`src/rtl/irq_controller.sv`:
```
// Prioritised interrupt controller: synchronises async request lines, latches rising
// edges as pending, and hands the lowest-index unmasked source to the CPU with a frozen vector.
module irq_controller #(
    parameter int          N_SRC    = 4,
    parameter logic [31:0] VEC_BASE = 32'h0000_0040
) (
    input  logic             clk,
    input  logic             Rst,
    input  logic [N_SRC-1:0] src_irq,
    input  logic             mask_we,
    input  logic [N_SRC-1:0] mask_wdata,
    input  logic             int_ack,
    input  logic             eoi,
    output logic             EX_irq,
    output logic [31:0]      INT_Vector,
    output logic [N_SRC-1:0] mask,
    output logic [N_SRC-1:0] pending,
    output logic [2:0]       active_id,
    output logic             in_service
);

    // state   | meaning
    // IDLE    | no request outstanding; waits for an eligible source
    // REQ     | EX_irq high, id/vector frozen until int_ack
    // SERVICE | handler running; no new request until eoi
    typedef enum logic [1:0] {
        ST_IDLE    = 2'd0,
        ST_REQ     = 2'd1,
        ST_SERVICE = 2'd2
    } state_t;

    state_t             state_q, state_d;
    logic [N_SRC-1:0]   sync1_q, sync2_q, prev_q;
    logic [N_SRC-1:0]   pending_q, pending_d;
    logic [N_SRC-1:0]   mask_q, mask_d;
    logic               ex_irq_q, ex_irq_d;
    logic [31:0]        vector_q, vector_d;
    logic [2:0]         active_id_q, active_id_d;

    logic [N_SRC-1:0]   edge_det;
    logic [N_SRC-1:0]   eligible;
    logic [N_SRC-1:0]   ack_clr;
    logic [2:0]         win_id;
    logic               ack_take;

    assign edge_det = sync2_q & ~prev_q;
    assign eligible = pending_q & mask_q;

    always_ff @(posedge clk or negedge Rst) begin
        if (!Rst) begin
            sync1_q <= '0;
            sync2_q <= '0;
            prev_q  <= '0;
        end else begin
            sync1_q <= src_irq;
            sync2_q <= sync1_q;
            prev_q  <= sync2_q;
        end
    end

    // Iterating downwards lets the lowest set index be the last (winning) assignment.
    always_comb begin
        win_id = '0;
        for (int i = N_SRC - 1; i >= 0; i--) begin
            if (eligible[i]) begin
                win_id = 3'(i);
            end
        end
    end

    assign ack_take = (state_q == ST_REQ) && int_ack;

    always_comb begin
        ack_clr = '0;
        for (int i = 0; i < N_SRC; i++) begin
            ack_clr[i] = ack_take && (3'(i) == active_id_q);
        end
    end

    // A new edge landing on the ack cycle wins over the clear.
    assign pending_d = (pending_q & ~ack_clr) | edge_det;
    assign mask_d    = mask_we ? mask_wdata : mask_q;

    always_comb begin
        state_d     = state_q;
        ex_irq_d    = ex_irq_q;
        vector_d    = vector_q;
        active_id_d = active_id_q;
        case (state_q)
            ST_IDLE: begin
                if (|eligible) begin
                    state_d     = ST_REQ;
                    ex_irq_d    = 1'b1;
                    active_id_d = win_id;
                    vector_d    = VEC_BASE + {27'd0, win_id, 2'b00};
                end
            end
            ST_REQ: begin
                if (int_ack) begin
                    state_d  = ST_SERVICE;
                    ex_irq_d = 1'b0;
                end
            end
            ST_SERVICE: begin
                if (eoi) begin
                    state_d = ST_IDLE;
                end
            end
            default: begin
                state_d  = ST_IDLE;
                ex_irq_d = 1'b0;
            end
        endcase
    end

    always_ff @(posedge clk or negedge Rst) begin
        if (!Rst) begin
            state_q     <= ST_IDLE;
            pending_q   <= '0;
            mask_q      <= '1;
            ex_irq_q    <= 1'b0;
            vector_q    <= '0;
            active_id_q <= '0;
        end else begin
            state_q     <= state_d;
            pending_q   <= pending_d;
            mask_q      <= mask_d;
            ex_irq_q    <= ex_irq_d;
            vector_q    <= vector_d;
            active_id_q <= active_id_d;
        end
    end

    assign EX_irq     = ex_irq_q;
    assign INT_Vector = vector_q;
    assign mask       = mask_q;
    assign pending    = pending_q;
    assign active_id  = active_id_q;
    assign in_service = (state_q == ST_SERVICE);

endmodule

```
`config.mk`:
```
export PLATFORM = sky130hd
export DESIGN_NAME = irq_controller
export DESIGN_NICKNAME = d
export VERILOG_FILES = /design/src/rtl/irq_controller.sv
export SDC_FILE = /design/constraint.sdc
export NUM_CORES = 1
export LEC_CHECK = 0
export BUFFER_PORTS_ARGS = -buffer_cell sky130_fd_sc_hd__buf_2
export CAP_MARGIN = 10
export CELL_PAD_IN_SITES_DETAIL_PLACEMENT = 1
export CELL_PAD_IN_SITES_GLOBAL_PLACEMENT = 1
export CORE_MARGIN = 3
export CORE_UTILIZATION = 37
export CTS_BUF_LIST = sky130_fd_sc_hd__clkbuf_4
export DETAILED_ROUTE_END_ITERATION = 10
export GPL_TIMING_DRIVEN = 0
export PLACE_DENSITY = 0.86
export SLEW_MARGIN = 20
export SYNTH_ARGS = -nofsm -noshare
export SYNTH_HDL_FRONTEND = slang
export SYNTH_SLANG_ARGS = --single-unit
```
`constraint.sdc`:
```
create_clock -name clk -period 3.1 [get_ports clk]
set_input_delay 0.31 -clock clk [delete_from_list [all_inputs] [get_ports clk]]
set_output_delay 0.31 -clock clk [all_outputs]
set_load 0.02 [all_outputs]
```
=== Word level (Yosys, flattened, before mapping) ===
Cells that the tools add are included.

* $add $sub $neg: 1
* $mul: 0
* Div/mod/pow operators: 0
* Magnitude comparators: 0
* Eq/ne operators: 8
* Shift-type cells: 0
* Muxes and demuxes: 11
* Bitwise operators: 7
* Reductions and logical operators: 11

{| class="wikitable"
|+ Operator list
! operator !! number
|-
| 4-bit AND || 3
|-
| 3-bit two-way mux || 3
|-
| 7-bit by 5-bit adder with 8-bit output, first input constant || 1
|-
| 2-bit two-way mux || 4
|-
| 4-bit inverter || 2
|-
| 2-bit by 3-bit equality test with 1-bit output, first input constant || 2
|-
| 2-bit != test, second input constant || 3
|-
| 2-bit case mux with 3 select lines || 1
|-
| 3-bit AND reduction || 2
|-
| 1-bit logical AND || 5
|-
| 4-bit OR || 1
|-
| 4-bit OR reduction || 1
|-
| 1-bit by 3-bit equality test with 1-bit output, first input constant || 1
|-
| 3-bit logical NOT || 1
|-
| 1-bit case mux with 3 select lines || 1
|-
| 2-bit by 1-bit equality test with 1-bit output, second input constant || 1
|-
| 2-bit equality test, second input constant || 1
|-
| 2-bit logical NOT || 1
|-
| 1-bit two-way mux || 2
|-
| 2-bit AND reduction || 1
|-
| 1-bit inverter || 1
|}

* Register bits after elaboration: 58
* Latch bits: 0
* RAM bits: 0
* ROM bits: 0
* Input bits: 13
* Output and inout port bits: 45
* Word-level logic and storage cells: 47
* Memories: 0

=== Depth between registers and ports, before layout ===
* Word-level depth: 6
* Gate-level depth with buffers: 3
* Mapped depth without buffers: 3

=== Least setup slack after synthesis ===
Ideal clock, no wire load.

* Kind: register to register
* From: reg pending_q[3] (netlist: pending[3])
* To: reg ex_irq_q (netlist: EX_irq)
* Setup time: 0.126 ns
* Data arrival time: 1.172 ns
* Required time: 2.974 ns
* Setup slack: 1.802 ns
* Stages on the path, launching flop included: 4
* Buffers on the path: 0
* Period minus slack after synthesis: 1.298 ns
* Path through: dfrtp_1 a22o_1 nand3b_4 a221o_1

* Word-level cells in the longest chain between the ends: 4

{| class="wikitable"
|+ Ends and longest elaborated chain
! element !! line !! source
|-
| start: declaration || 34 || <nowiki>logic [N_SRC-1:0] pending_q, pending_d;</nowiki>
|-
| start signal: assignment || 126 || <nowiki>pending_q <= pending_d;</nowiki>
|-
| 4-bit AND || 47 || <nowiki>assign eligible = pending_q & mask_q;</nowiki>
|-
| 4-bit OR reduction || 91 || <nowiki>if (|eligible) begin</nowiki>
|-
| 2-bit != test (no source line) || -- ||
|-
| 3-bit AND reduction (no source line) || -- ||
|-
| end signal: assignment || 128 || <nowiki>ex_irq_q <= ex_irq_d;</nowiki>
|-
| end: declaration || 36 || <nowiki>logic ex_irq_q, ex_irq_d;</nowiki>
|}

No other way between the ends.
A chain may end at the register's enable or synchronous reset.

=== Final worst setup path ===
* From: reg state_q[1]
* To: out in_service

* Word-level cells in the longest chain between the ends: 1

{| class="wikitable"
|+ Ends and longest elaborated chain
! element !! line !! source
|-
| start: declaration || 32 || <nowiki>state_t state_q, state_d;</nowiki>
|-
| start signal: assignment || 125 || <nowiki>state_q <= state_d;</nowiki>
|-
| 2-bit equality test || 139 || <nowiki>assign in_service = (state_q == ST_SERVICE);</nowiki>
|-
| end: declaration || 19 || <nowiki>output logic in_service</nowiki>
|}

No other way between the ends.

==> run summary <==
post-route ant nets - 0
nature of the critical path endpoint - output port
routed via count - 865
Buffers on Ports - 27
Avg Cell Area, Syn - 11.80 sq um
post-synthesis mux area share - 3.854%
simple-gate share of the synthesized area - 5.246%
Tcrit/Tclk final - 50.47%
Setup CP Type - flip-flop to output port
Longest Clk Path Bufs - 2
Pwr Total - 1.143 mW
Sink Count - 26
Pwr Density - 748.4 nW/um^2
synth-to-layout area growth - 30.73%
largest family of logic cells by synthesized area - buffers and inverters
most frequent cells in the layout - buf_4 (32), conb_1 (30), buf_2 (27)
Buffers & Inverters on Critical Path - 1
Routed WL - 2.450 mm
remaining global-route overflow - 0
Tmin final - 1.565 ns
critical-path cell list - nor2b_1, buf_2
Worst slew margin - 63.39%
max cap viols - 0
post-DP HPWL - 1.973 mm
synthesized instance count - 99
I/O pin cnt - 58
share of the synthesized area in compound gates (AO/OA/AOI/OAI) - 11.67%
TritonRoute pass-1 iters - 4
CTS-repair resized insts - 0
CTS tree - built
RSZ-0062 raised after global routing - no
Vias per Instance - 4.282
peak supply drop - 306.9 uV
worst hold path class - input pin to flip-flop
final antenna diode count - 0
H-tree depth - 1
number of setup violations in the final report - 0
slowest stage delay, CP - 0.50 ns
Mapped Area - 1169 sq um
die area - 3869 sq um
FF+latch count, synth - 26
Starting Density - 40.63%
worst skew pair latency - 0.31 ns
Die Ht - 62.20 um
GRT Total Usage - 12.99%
final hold vios - 0
standard-cell rows - 19
Yosys cell types - 22
Max Freq - 639.1 MHz
core area - 2877 sq um
vias in the first global route - 861
Crit-path slowest cell - dfrtp_1
first-pass GRT wire length - 4.008 mm
share of layout cells above drive strength 1 - 46.25%
Die X-Extent - 62.20 um
commonest non-fill, non-tap cell in the layout - buf_4
Synthesis Warnings - 0
cell family with the largest share of critical-path delay - flip-flops
Adder-Cell Fraction of Synth Area - 0%
Slew Limit Fails - 0
slew of the pin with the lowest slew margin - 0.5491 ns
clock-pin slew on the worst setup and hold paths - 0.13 ns
Layout Nets - 174
root buf cell - clkbuf_4
register area share after synthesis - 56.10%
Final GP Congestion - 0.7419
DRC - 0
Fin Setup TNS - 0 ns
CTS Buf Count - 3
outcome - completed
CP Max Fanout - 8
Clock Skews - 0.002092 ns
critical path required time - 2.79 ns
P_leak - 0.8155 nW
XOR/XNOR share of the synthesized area - 0%
Initial DRC Count - 14
crit start category - flip-flop
initial antenna violation count - 0
Layout fillers - 337
largest net degree at the start of global routing - 27
Setup Buffers After CTS - 0
routed len/inst - 12.13 um
WP data arrival - 1.25 ns
[metal layers]
metal  global-route usage, %  share of wire, %  vias to the layer above
li1                        -                 -                      391
met1                   12.54                35                      413
met2                   24.33                52                       51
met3                   3.784               9.7                       10
met4                   7.459               3.3                        0
met5                       0                 0                        -
[cell usage after synthesis]
cell type   n  area share [%]
o21ai_0     6             2.6
a22o_1      1            0.75
a221o_1     1            0.86
nor3b_1     1            0.64
dfstp_2     4             9.0
nand2_1     4             1.3
o41ai_1     2             1.5
a32o_1      1            0.86
o2bb2ai_1   1            0.75
a22o_2      1            0.86
inv_1       7             2.2
nor2_1      1            0.32
o21a_1      1            0.64
buf_4      32              21
a21o_2      1            0.75
nor2b_1     1            0.54
nand4b_1    1            0.75
dfrtp_1    22              47
nand3b_4    1             1.7
a21oi_1     5             2.1
conb_1      1            0.32
mux2_2      4             3.9
[where the power goes]
| part | switching [mW] | leakage (nW) | internal (mW) | total (mW) |
|---|---|---|---|---|
| Sequential | 0.0933 | 0.288 | 0.412 | 0.505 |
| Combinational | 0.246 | 0.500 | 0.169 | 0.414 |
| Clock | 0.0932 | 0.0279 | 0.131 | 0.224 |
[sequential cells by signal, summed over array words and instances, names as in the netlist]
| name | cells |
|---|---|
| pending | 4 |
| sync1_q | 4 |
| INT_Vector | 2 |
| mask | 4 |
| sync2_q | 4 |
| prev_q | 4 |
| state_q | 2 |
| EX_irq | 1 |
| active_id | 1 |
[final timing paths]
kind,from,endpoint,slack (ns),depth (start not counted)
max in group asynchronous,Rst,mask[0]$_DFFE_PN1P_,2.23,2
hold reg to reg,sync1_q[3]$_DFF_PN0_,sync2_q[3]$_DFF_PN0_,0.36,0
min in group asynchronous,Rst,sync2_q[1]$_DFF_PN0_,0.50,2
setup reg to reg,pending[3]$_DFF_PN0_,EX_irq$_DFFE_PN0P_,1.79,3
setup / recovery,state_q[1]$_DFFE_PN0P_,in_service,1.54,2
hold / removal,src_irq[1],sync1_q[1]$_DFF_PN0_,0.09,1
[worst reg2reg max path, delay by kind of cell, from the launching register on]
family,cells,cell delay (ns)
AO/OA/AOI/OAI,2,0.60
flip-flops,1,0.43
AND/OR/NAND/NOR,1,0.17
[layout make-up]
cell class                 count  area (sq um)  share of cell area (%)
sequential                    26         655.6                   42.92
buffer                        32         240.2                   15.72
multi-input combinational     63         355.3                   23.26
timing repair buffer          28         145.1                   9.500
clock buffer                   3         22.52                   1.474
inverter                       7         26.28                   1.720
tap                           42         52.55                   3.440
clock inverter                 1         30.03                   1.966
[repair_timing]
item | in CTS | in global routing
setup endpoints to repair | 0 | 0
endpoints found under the hold margin | 22 | 0
hold buffers | 1 | 0
[per-stage QoR]
step                setup slack (ns)  instances  cell area, sq um  util (%)  hold slack, ns
floorplan                      1.802        128              1277         -         0.01441
global placement               1.859        197              1465     50.94          0.3226
detailed placement             1.810        197              1465     50.94          0.3276
CTS                            1.532        202              1528     53.11         0.08272
global route                   1.406        202              1528     53.11         0.06332
finish                         1.535        202              1528     53.11         0.09277
[kinds of logic after synthesis]
logic type,after synthesis
compound gates,20
other cells,1
simple gates,9
buf+inv,39
flops,26
mux,4
Note: power is estimated with default switching activity, not from simulation.
